===== src/rtl/cp0_ctrl_param.sv =====
// CP0 controller at WB: Status/Cause/EPC/Count/Compare/BadVAddr, timer and interrupt logic.
// Flush and redirect are combinational on the WB slot; all register updates land on the next edge.
module cp0_ctrl_param #(
   parameter int          NUM_HW_INT = 6,
   parameter int          COUNT_DIV  = 2,
   parameter logic [31:0] EXC_VECTOR = 32'hBFC00380,
   parameter int          TIMER_IP   = 7
) (
   input  logic                  clk,
   input  logic                  rst,
   input  logic                  wb_valid,
   input  logic                  wb_exception,
   input  logic [4:0]            wb_exccode,
   input  logic                  wb_bd,
   input  logic [31:0]           wb_pc,
   input  logic [31:0]           wb_badvaddr,
   input  logic                  wb_eret,
   input  logic                  wb_mtc0,
   input  logic [7:0]            wb_cp0_addr,
   input  logic [31:0]           wb_mtc0_data,
   input  logic [NUM_HW_INT-1:0] ext_int,
   output logic [31:0]           cp0_rdata,
   output logic                  flush,
   output logic [31:0]           flush_target
);

   localparam logic [7:0] A_BADVADDR = 8'h40;
   localparam logic [7:0] A_COUNT    = 8'h48;
   localparam logic [7:0] A_COMPARE  = 8'h58;
   localparam logic [7:0] A_STATUS   = 8'h60;
   localparam logic [7:0] A_CAUSE    = 8'h68;
   localparam logic [7:0] A_EPC      = 8'h70;
   localparam logic [3:0] PRESC_MAX  = 4'(COUNT_DIV - 1);

   logic [7:0]            r_status_im;
   logic                  r_exl;
   logic                  r_ie;
   logic                  r_bd;
   logic                  r_ti;
   logic [1:0]            r_ip_sw;
   logic [4:0]            r_exccode;
   logic [31:0]           r_epc;
   logic [31:0]           r_count;
   logic [31:0]           r_compare;
   logic [31:0]           r_badvaddr;
   logic [3:0]            r_presc;
   logic [NUM_HW_INT-1:0] r_ext_int;

   logic [7:0]  w_ip;
   logic        w_int_req;
   logic        w_take_int;
   logic        w_take_exc;
   logic        w_take_eret;
   logic        w_take_mtc0;
   logic        w_wr_count;
   logic        w_wr_compare;
   logic        w_tick;
   logic [31:0] w_count_inc;
   logic [31:0] w_status;
   logic [31:0] w_cause;

   // Hardware lines come from the sampled copy; the timer shares one IP bit.
   always_comb begin
      w_ip = {6'b0, r_ip_sw};
      for (int i = 0; i < NUM_HW_INT; i++) begin
         w_ip[2+i] = r_ext_int[i];
      end
      w_ip[TIMER_IP] = w_ip[TIMER_IP] | r_ti;
   end

   assign w_int_req    = (|(w_ip & r_status_im)) & r_ie & ~r_exl;
   assign w_take_int   = wb_valid & w_int_req;
   assign w_take_exc   = wb_valid & ~w_int_req & wb_exception;
   assign w_take_eret  = wb_valid & ~w_int_req & ~wb_exception & wb_eret;
   assign w_take_mtc0  = wb_valid & ~w_int_req & ~wb_exception & ~wb_eret & wb_mtc0;
   assign w_wr_count   = w_take_mtc0 & (wb_cp0_addr == A_COUNT);
   assign w_wr_compare = w_take_mtc0 & (wb_cp0_addr == A_COMPARE);
   assign w_tick       = (r_presc == PRESC_MAX);
   assign w_count_inc  = r_count + 32'd1;

   assign flush        = w_take_int | w_take_exc | w_take_eret;
   assign flush_target = w_take_eret ? r_epc : EXC_VECTOR;

   assign w_status = {9'b0, 1'b1, 6'b0, r_status_im, 6'b0, r_exl, r_ie};
   assign w_cause  = {r_bd, r_ti, 14'b0, w_ip, 1'b0, r_exccode, 2'b0};

   always_comb begin
      cp0_rdata = 32'b0;
      case (wb_cp0_addr)
         A_BADVADDR: cp0_rdata = r_badvaddr;
         A_COUNT:    cp0_rdata = r_count;
         A_COMPARE:  cp0_rdata = r_compare;
         A_STATUS:   cp0_rdata = w_status;
         A_CAUSE:    cp0_rdata = w_cause;
         A_EPC:      cp0_rdata = r_epc;
         default:    cp0_rdata = 32'b0;
      endcase
   end

   always_ff @(posedge clk) begin
      if (rst) begin
         r_status_im <= '0;
         r_exl       <= 1'b0;
         r_ie        <= 1'b0;
         r_bd        <= 1'b0;
         r_ti        <= 1'b0;
         r_ip_sw     <= '0;
         r_exccode   <= '0;
         r_epc       <= '0;
         r_count     <= '0;
         r_compare   <= '0;
         r_badvaddr  <= '0;
         r_presc     <= '0;
         r_ext_int   <= '0;
      end else begin
         r_ext_int <= ext_int;

         // A Count write restarts the prescaler and swallows a coincident tick.
         if (w_wr_count) begin
            r_count <= wb_mtc0_data;
            r_presc <= '0;
         end else begin
            r_presc <= w_tick ? 4'd0 : r_presc + 4'd1;
            if (w_tick) r_count <= w_count_inc;
         end

         if (w_wr_compare) r_ti <= 1'b0;
         else if (w_tick && !w_wr_count && (w_count_inc == r_compare)) r_ti <= 1'b1;

         if (w_take_int || w_take_exc) begin
            r_exccode <= w_take_int ? 5'd0 : wb_exccode;
            r_exl     <= 1'b1;
            if (!r_exl) begin
               r_epc <= wb_bd ? wb_pc - 32'd4 : wb_pc;
               r_bd  <= wb_bd;
            end
            if (w_take_exc && (wb_exccode == 5'd4 || wb_exccode == 5'd5))
               r_badvaddr <= wb_badvaddr;
         end else if (w_take_eret) begin
            r_exl <= 1'b0;
         end else if (w_take_mtc0) begin
            case (wb_cp0_addr)
               A_BADVADDR: r_badvaddr <= wb_mtc0_data;
               A_COMPARE:  r_compare  <= wb_mtc0_data;
               A_STATUS: begin
                  r_status_im <= wb_mtc0_data[15:8];
                  r_exl       <= wb_mtc0_data[1];
                  r_ie        <= wb_mtc0_data[0];
               end
               A_CAUSE:    r_ip_sw    <= wb_mtc0_data[9:8];
               A_EPC:      r_epc      <= wb_mtc0_data;
               default:    ;
            endcase
         end
      end
   end

endmodule


===== config.mk =====
export PLATFORM = sky130hd
export DESIGN_NAME = cp0_ctrl_param
export DESIGN_NICKNAME = d
export VERILOG_FILES = /design/src/rtl/cp0_ctrl_param.sv
export SDC_FILE = /design/constraint.sdc
export NUM_CORES = 1
export LEC_CHECK = 0
export ABC_AREA = 1
export CELL_PAD_IN_SITES_DETAIL_PLACEMENT = 2
export CELL_PAD_IN_SITES_GLOBAL_PLACEMENT = 2
export CORE_MARGIN = 3
export CORE_UTILIZATION = 30
export DETAILED_ROUTE_END_ITERATION = 8
export PLACE_DENSITY = 0.94
export SYNTH_ARGS = -nofsm -noshare
export SYNTH_HDL_FRONTEND = slang
export SYNTH_SLANG_ARGS = --single-unit

===== constraint.sdc =====
create_clock -name clk -period 3.1 [get_ports clk]
set_input_delay 0.62 -clock clk [delete_from_list [all_inputs] [get_ports clk]]
set_output_delay 0.62 -clock clk [all_outputs]
set_load 0.1 [all_outputs]

==> results.tsv <==
stage	metric	value	unit
setup_path	required	2480	ps
die	die-width	189.9	um
cts	htree_levels	4	
global_routing	antenna_found_initial	7	
setup_path	critical_path_class	in2out	
timing	hold_viol	0	
cts	clk_pin_slew	70	ps
place	place_inst	2329	
setup_path	cp-start-kind	primary input	
setup_path	crit_arrival	2700	ps
place	gp_congestion	0.9886	
synth	yosys_most_used_dff	dfxtp_1	
drt	via_per_inst	6.732	
layout	instances_no_fill	2387	
global_routing	overflow	0	
cts	cts_tree	yes	
synth	yosysSeqAreaShare	30.98	%
synth	ys_top_cells_by_area	dfxtp_1 (31%), nand2_1 (18%), nor2_1 (9.0%), o21ai_0 (7.7%), inv_1 (7.4%)	
synth	synth_compound_area_share	16.81	%
pwr	p_per_area	375.6	mW/mm^2
synth	synth_top_family_by_area	simple AND/OR/NAND/NOR gates	
layout	final_util	45.45	%
synth	synth_fp_nets	1830	
timing	tightestPinTransition	929.7	ps
drt	drtIter0Drc	2420	
timing	min_period	3318	ps
global_routing	grt_usage	43.48	%
timing	rsz0062_at_grt	yes	
die	die_h	189.9	um
drt	ant_nets	0	
global_routing	grt_pass1_wl	115800	um
drt	drt-pass1-iter-count	6	
synth	async_flop_share	0	%
layout	multi_input_area	0.006421	mm^2
setup_path	reg2reg_depth	15	
drt	wl	92950	um
timing	slew-limit-headroom	37.93	%
cts	cts-root-buf	clkbuf_16	
layout	final_cell_mix	nand2_1 (470), nor2_1 (226), inv_1 (186)	
cts	clk_latency	480	ps
timing	fin_ws	-217.6	ps
synth	syn_inst	1704	
job	cap_viol_max_count	0	
global_routing	grt_pass1_vias	16194	
min_path	hp-start	r_presc[0]	
status	violations	setup timing	
die	num_rows	66	
timing	clock.fmax	301.4	MHz
min_path	min_to	r_presc[0]	
die	start_util	30.79	%
synth	yosys.area_share.simple	38.91	%
drt	wl_per_cell	38.94	um
cts	cts-hold-fix-buffers	0	
setup_path	critPathMaxStageDelay	360	ps
global_routing	grt_start_max_net_pins	81	
setup_path	rrSetupSlack	-130	ps
synth	synth_xor_area_share	2.158	%
die	core	0.03295	mm^2
synth	avgSynthCellArea	5.954	um^2
timing	finalMaxSlewViolations	0	
synth	muxShareOfSynthArea	0	%
die	ios	187	
setup_path	crit_slowest_cell	dlygate4sd2_1	
timing	period_share	107.0	%
layout	register_area	0.003154	mm^2
synth	syn_area	0.01015	mm^2
timing	fin_skew	19.47	ps
min_path	min_delay_path_depth	1	
cts	cts_buffers	17	
place	post-place-ws	-294.8	ps
cts	cts_sinks	157	
drt	drc	0	
synth	synth_top_cell_by_area	dfxtp_1	
layout	mostFrequentLayoutCell	nand2_1	
layout	nFillCells	3771	
synth	synth_edf_count	0	
setup_path	reg2reg_to	r_ti	
pwr	max-vdd-ir-drop	0.2299	mV
place	port-buffer-count	186	
layout	drive_above_1_share	17.19	%
synth	synth_top_area_share	30.98	%
status	status	finished with violations	
synth	synth_cell_types	42	
setup_path	end_kind	primary output	
pwr	leakage	0.006204	uW
synth	yosys.area_share.adder	0.4933	%
setup_path	path_cells	dlygate4sd2_1 -> inv_2 -> nor3_2 -> nand2_4 -> buf_4 -> nor2_1 -> a221oi_2 -> o211ai_1 -> buf_12	
layout	nets	2056	
place	hpwl	49080	um
min_path	hold_class	reg2reg	
drt	vias	16070	
die	die_area	0.03606	mm^2
timing	setup_viol	62	
synth	synth-seq-cells	157	
setup_path	timing.rr.start	r_count[1]	
cts	cts.path.max_buffers	2	
layout	synthToLayoutAreaGrowth	47.60	%
synth	yosysWarnings	0	
setup_path	crit_fanout	9	
## timing repair
action | CTS | global route
endpoints found under the setup margin | 46 | 116
setup buffers | 8 | 14
pin swaps | 11 | 20
resized for setup | 78 | 67
cloned | 2 | 1
## Yosys cell counts, types with 10 or more instances
master,instances
nand2_2,10
nor3_1,14
inv_1,199
nand2_1,488
clkbuf_1,46
nand4_1,18
a21oi_1,88
buf_2,15
dfxtp_1,157
nor2_1,242
nand3_1,131
o21ai_0,156
xnor2_1,13
nor2_4,10
xor2_1,12
o22ai_1,17
a221oi_1,11
## power by group
part / internal [uW] / switching [uW] / leakage [uW] / total (uW)
Combinational: 344 / 760 / 0.00464 / 1100
Sequential: 2070 / 61.2 / 0.00128 / 2130
Clock: 1240 / 1150 / 0.000283 / 2390
## per-stage QoR
step | power, uW | setup TNS [ps] | hold WS, ps | cell area, um^2
global placement | 2990 | -2675 | 450.0 | 13630
finish | 5624 | -5054 | 502.8 | 14980
CTS | 5378 | -10.00 | 499.9 | 14650
global route | 5662 | -4187 | 550.3 | 14970
detailed placement | 3057 | -7657 | 462.2 | 13630
floorplan | 2546 | -5512 | 430.3 | 10240
## worst max path at each step
stage / from / end / slack [ps] / depth (start not counted)
3_5_place_dp: wb_cp0_addr[6] / cp0_rdata[10] / -290 / 11
6_report: wb_cp0_addr[5] / cp0_rdata[4] / -220 / 9
2_1_floorplan: wb_cp0_addr[6] / cp0_rdata[2] / -360 / 6
5_1_grt: wb_cp0_addr[5] / cp0_rdata[4] / -200 / 9
4_1_cts: wb_cp0_addr[0] / cp0_rdata[1] / -10 / 13
3_3_place_gp: wb_cp0_addr[1] / cp0_rdata[10] / -130 / 12
## cell type report
type	count	share of cell area, %
diodes	2	0.03342
clock buffers	20	3.050
clock inverters	12	0.9107
inverters	207	5.397
multi-input cells	1271	42.88
flip-flops and latches	157	21.06
well taps	442	3.693
repair buffers	276	22.98
## registers in the layout, indices dropped and copies added, names as in the netlist
signal / flops
r_exccode: 5
r_ti: 1
r_ip_sw: 2
r_ext_int: 6
r_compare: 32
r_presc: 4
r_badvaddr: 32
r_epc: 32
r_exl: 1
r_status_im: 8
r_ie: 1
r_bd: 1
r_count: 32
## per-layer routing
metal	up-vias	global-route usage, %	routed length [um]
li1	5923	-	-
met4	4	23.23	8958
met2	1671	71.77	40190
met1	7795	52.23	32160
met5	-	0	22
met3	677	10.54	11610
## critical path: cells and delay by family
family / cells / cell delay (ps)
AOI/OAI and AO/OA: 2 / 330
buffers and inverters: 4 / 950
and+or+nand+nor: 3 / 770
## kinds of logic (layout without fill, tap and decap cells)
kind of cell | Yosys count | in the layout
and+or+nand+nor | 936 | 936
buffers and inverters | 276 | 515
DFF | 157 | 157
xor gates and xnor gates | 25 | 25
AOI/OAI and AO/OA | 306 | 306
adders and majority gates | 4 | 4
other | 0 | 2
No activity file was read; power rests on OpenSTA's default activity.
